==> src/rtl/gg_univ_reg.sv <==
// gg_univ_reg: parametrised universal register (hold/load/shift/rotate/count).
// Ports: CK clock, CLR sync clear, EN active-low enable, M mode, D load data,
//        SI serial in, Q contents, CO carry/shift-out/terminal, Z zero flag.
module gg_univ_reg #(
    parameter int W     = 8,
    parameter bit SAT   = 1'b0,
    parameter int Dck_q = 1
) (
    input  logic         CK,
    input  logic         CLR,
    input  logic         EN,
    input  logic [2:0]   M,
    input  logic [W-1:0] D,
    input  logic         SI,
    output logic [W-1:0] Q,
    output logic         CO,
    output logic         Z
);

    typedef enum logic [2:0] {
        MODE_HOLD = 3'd0,
        MODE_LOAD = 3'd1,
        MODE_SHL  = 3'd2,
        MODE_SHR  = 3'd3,
        MODE_ROL  = 3'd4,
        MODE_ROR  = 3'd5,
        MODE_INC  = 3'd6,
        MODE_DEC  = 3'd7
    } mode_e;

    // Elaboration-time guards on the parameter range. Dck_q describes the
    // clock-to-output delay of the modelled primitive; the synthesized
    // register has no explicit delay.
    if (W < 2 || W > 32) begin : g_bad_width
        $error("gg_univ_reg: W must be in 2..32");
    end
    if (Dck_q < 0) begin : g_bad_delay
        $error("gg_univ_reg: Dck_q must be non-negative");
    end

    logic [W-1:0] q;
    logic         co;
    logic [W-1:0] q_nxt;
    logic         co_nxt;
    logic         all_ones;
    logic         is_zero;
    mode_e        mode;

    assign mode     = mode_e'(M);
    assign all_ones = &q;
    assign is_zero  = ~|q;

    // Next-state for an executing edge; both Q and CO derive from pre-edge Q.
    always_comb begin
        q_nxt  = q;
        co_nxt = 1'b0;
        case (mode)
            MODE_HOLD: begin
                q_nxt = q;
            end
            MODE_LOAD: begin
                q_nxt = D;
            end
            MODE_SHL: begin
                q_nxt  = {q[W-2:0], SI};
                co_nxt = q[W-1];
            end
            MODE_SHR: begin
                q_nxt  = {SI, q[W-1:1]};
                co_nxt = q[0];
            end
            MODE_ROL: begin
                q_nxt  = {q[W-2:0], q[W-1]};
                co_nxt = q[W-1];
            end
            MODE_ROR: begin
                q_nxt  = {q[0], q[W-1:1]};
                co_nxt = q[0];
            end
            MODE_INC: begin
                // Terminal count: wrap to zero, or stick at all-ones.
                if (all_ones) begin
                    q_nxt  = SAT ? q : '0;
                    co_nxt = 1'b1;
                end else begin
                    q_nxt  = q + W'(1);
                end
            end
            MODE_DEC: begin
                if (is_zero) begin
                    q_nxt  = SAT ? q : '1;
                    co_nxt = 1'b1;
                end else begin
                    q_nxt  = q - W'(1);
                end
            end
            // Unknown mode poisons the state.
            default: begin
                q_nxt  = 'x;
                co_nxt = 1'bx;
            end
        endcase
    end

    // CLR beats EN beats M. Unknown CLR or EN poisons the state.
    always_ff @(posedge CK) begin
        case (CLR)
            1'b1: begin
                q  <= '0;
                co <= 1'b0;
            end
            1'b0: begin
                case (EN)
                    1'b1: begin
                        q  <= q;
                        co <= co;
                    end
                    1'b0: begin
                        q  <= q_nxt;
                        co <= co_nxt;
                    end
                    default: begin
                        q  <= 'x;
                        co <= 1'bx;
                    end
                endcase
            end
            default: begin
                q  <= 'x;
                co <= 1'bx;
            end
        endcase
    end

    assign Q  = q;
    assign CO = co;
    assign Z  = (q == '0);

endmodule
==> config.mk <==
export PLATFORM = sky130hd
export DESIGN_NAME = gg_univ_reg
export DESIGN_NICKNAME = d
export VERILOG_FILES = /design/src/rtl/gg_univ_reg.sv
export SDC_FILE = /design/constraint.sdc
export NUM_CORES = 1
export LEC_CHECK = 0
export ABC_AREA = 1
export BUFFER_PORTS_ARGS = -buffer_cell sky130_fd_sc_hd__clkbuf_2
export CORE_MARGIN = 5
export CORE_UTILIZATION = 54
export DETAILED_ROUTE_END_ITERATION = 12
export PLACE_DENSITY = 0.79
export SLEW_MARGIN = 20
export SYNTH_ARGS = -nofsm -noshare
export SYNTH_HDL_FRONTEND = slang
export SYNTH_SLANG_ARGS = --single-unit
export TNS_END_PERCENT = 20
==> constraint.sdc <==
create_clock -name CK -period 1.8 [get_ports CK]
set_clock_uncertainty 0.05 [all_clocks]
set_input_delay 0.54 -clock CK [delete_from_list [all_inputs] [get_ports CK]]
set_output_delay 0.54 -clock CK [all_outputs]
set_load 0.005 [all_outputs]
==> flow_metrics.py <==
metrics = {
    "status": {
        "outcome": "finished with violations",
        "violations": "setup timing",
    },
    "clock_tree": {
        "cts.clk_slew.worst_paths_ns": 0.07,
        "cts_tree": "built",
        "cts-buffers-inserted": 3,
        "htreeDepth": 1,
        "cts_buffer_depth": 2,
        "cts_hold_buf": 0,
        "cts_root_buffer": "clkbuf_4",
        "clkSinkCount": 9,
        "clk_latency_ns": 0.27,
    },
    "global_routing": {
        "antenna_found_initial": 0,
        "grt_pass1_wl_um": 6030,
        "grt_max_degree": 11,
        "first_global_vias": 1399,
        "grt_use_total_pct": 23.8,
        "grt_overflow": 0,
    },
    "logic_synthesis": {
        "synth-edff-count": 9,
        "yosys-top-cells-area": "nand2_1, edfxtp_1, nor2_1",
        "synth_async_sr_flop_share_pct": 0,
        "yosysSeqAreaShare_pct": 23.6,
        "yosysUniqueCellTypes": 24,
        "synth_cells": 197,
        "ys_ff_latch": 9,
        "synth_most_common_cell": "nand2_1",
        "synth_top_flop_cell": "edfxtp_1",
        "synth_area_per_cell_um2": 5.81,
        "syn_nets": 215,
        "synthTopCellsByCount": "nand2_1, nor2_1, inv_1, nand3_1, edfxtp_1",
        "synth_largest_area_cell": "nand2_1",
        "ys_warn_count": 0,
        "synth_area_um2": 1140,
        "synth_top_area_share_pct": 24.3,
    },
    "timing": {
        "finalCritPeriodShare_pct": 106,
        "rsz0062_at_grt": "true",
        "worst_pin_slew_ns": 0.351,
        "finalSetupTns_ns": -0.168,
        "finalCriticalPeriod_ns": 1.91,
        "relSlewSlack_pct": 76.6,
        "max_freq_ghz": 0.523,
        "finalSetupViolCount": 3,
        "maxSlewViolCount": 0,
        "hold_viol_final": 0,
        "worst_slack_ns": -0.111,
    },
    "critical_path": {
        "slowest_stage": "edfxtp_1",
        "crit_chain": "inv_2 > ha_4 > nand2_4 > nor2_4 > nand2_1 > inv_1 > clkbuf_2",
        "path_max_fanout": 2,
        "cp-start-kind": "flip-flop",
        "cp.required_ns": 1.21,
        "crit_path_end_kind": "output port",
        "reg2reg_depth": 13,
        "worstPathArrival_ns": 1.32,
        "crit_type": "reg2out",
        "timing.critical_path.slowest_cell_delay_ns": 0.42,
    },
    "placed_design": {
        "portBuffers": 24,
        "place_ws_ns": -0.00441,
        "dp_hpwl_um": 2850,
        "gp_congestion": 0.962,
    },
    "final_layout": {
        "fillers": 153,
        "final_core_util_pct": 78.7,
        "diodes": 0,
        "nets": 264,
        "multi_input_area_um2": 838,
        "drive_gt1_share_pct": 32.7,
        "seq_area_um2": 270,
        "area_delta_synth_final_pct": 36.4,
    },
    "pwr": {
        "seqPwrFrac_pct": 30.2,
        "p_clk_share_pct": 18.6,
        "p_leak_nw": 0.830,
        "p_switching_w": 0.000382,
        "p_per_area_nw_per_um2": 588,
        "swShare_pct": 41.7,
        "p_comb_share_pct": 51.2,
        "ir_worst_vdd_uv": 616,
        "intPower_w": 0.000535,
    },
    "floorplan": {
        "die_w_um": 56.0,
        "core.rowCount": 16,
        "fp.dieH_um": 56.0,
        "core-area_um2": 1980,
        "ios": 25,
        "start_util_pct": 57.7,
        "dieArea_um2": 3140,
    },
    "drt": {
        "vias": 1524,
        "drc_errors": 0,
        "vias_per_cell": 5.60,
        "wire_per_inst_um": 14.1,
        "drt_iter0_markers": 98,
        "final_antenna_net_count": 0,
        "dr.pass1.iters": 5,
        "wl_um": 3840,
    },
    "flow_run": {
        "cap_viol_max_count": 0,
    },
    "hold_path": {
        "hold_depth": 3,
        "hold_class": "in2reg",
    },
}
-- sequential cells by signal, summed over array words and instances, names as in the netlist --
signal and flops:
CO 1, Q 8
-- timing repair --
item                       CTS  global route
gates cloned                 0             0
setup endpoints to repair    1             9
resized for setup            9            14
pin swaps                    2             7
buffers inserted             8             1
-- per-stage QoR --
step	cell area, um^2	power, W	cells	hold slack, ns
finish	1560	0.000918	272	0.488
detailed placement	1390	0.000664	260	0.682
floorplan	1140	0.000510	197	0.652
global route	1560	0.000970	272	0.484
CTS	1500	0.000867	272	0.483
global placement	1390	0.000653	260	0.672
-- worst paths after layout --
path	slack [ns]	endpoint	start
setup / recovery	-0.11	Z	Q[1]
hold / removal	0.49	Q[2]	D[2]
setup reg to reg	-0.04	Q[2]	Q[1]
hold reg to reg	0.81	Q[7]	Q[7]
-- layout by cell type, fill, tap and decap left out, types with 4 or more instances in the layout --
| cell type | Yosys | layout |
|---|---|---|
| buf_4 | 2 | 25 |
| nand3_1 | 19 | 17 |
| nor2_2 | 4 | 5 |
| nand2_1 | 74 | 72 |
| clkbuf_2 | 1 | 24 |
| o21ai_1 | 5 | 7 |
| nor2_1 | 26 | 23 |
| inv_2 | 3 | 5 |
| edfxtp_1 | 9 | 9 |
| inv_1 | 19 | 17 |
| o21ai_0 | 8 | 5 |
| nand3_2 | 2 | 4 |
-- cell families (layout without fill, tap and decap cells) --
family,after synthesis,count (layout),share of synthesized area (%)
and+or+nand+nor,136,136,51.1
buffers and inverters,27,75,10.4
AOI/OAI and AO/OA,19,19,9.30
DFF,9,9,23.6
adders and majority gates,3,3,3.28
xor gates and xnor gates,3,3,2.30
-- worst max-delay path, delay by kind of cell, from the launching register on --
kind,cells,cell delay [ns]
flip-flops,1,0.42
AND/OR/NAND/NOR,3,0.20
adder cells (fa/ha/maj),1,0.14
buffers and inverters,3,0.28
-- routing by layer --
layer,GRT usage [%],part of all wire [%],up-vias
met5,0,0,-
met4,9.15,2.5,0
met3,4.41,11,12
met2,42.2,49,106
met1,27.9,37,674
li1,-,-,732
-- cell type report --
class	count	area share (%)
well taps	27	2.17
flip-flops and latches	9	17.3
inverters	22	5.29
clock inverters	1	0.321
clock buffers	3	1.44
multi-input cells	161	53.7
repair buffers	49	19.7
-- power by group through the flow --
stage	Clock [W]	Combinational [W]	Sequential [W]
after floorplan	0	0.000220	0.000290
after global placement	0	0.000375	0.000278
after detailed placement	0	0.000385	0.000279
after CTS	0.000168	0.000423	0.000276
after global routing	0.000177	0.000514	0.000280
final	0.000170	0.000470	0.000277
(Power assumes the default switching activity.)
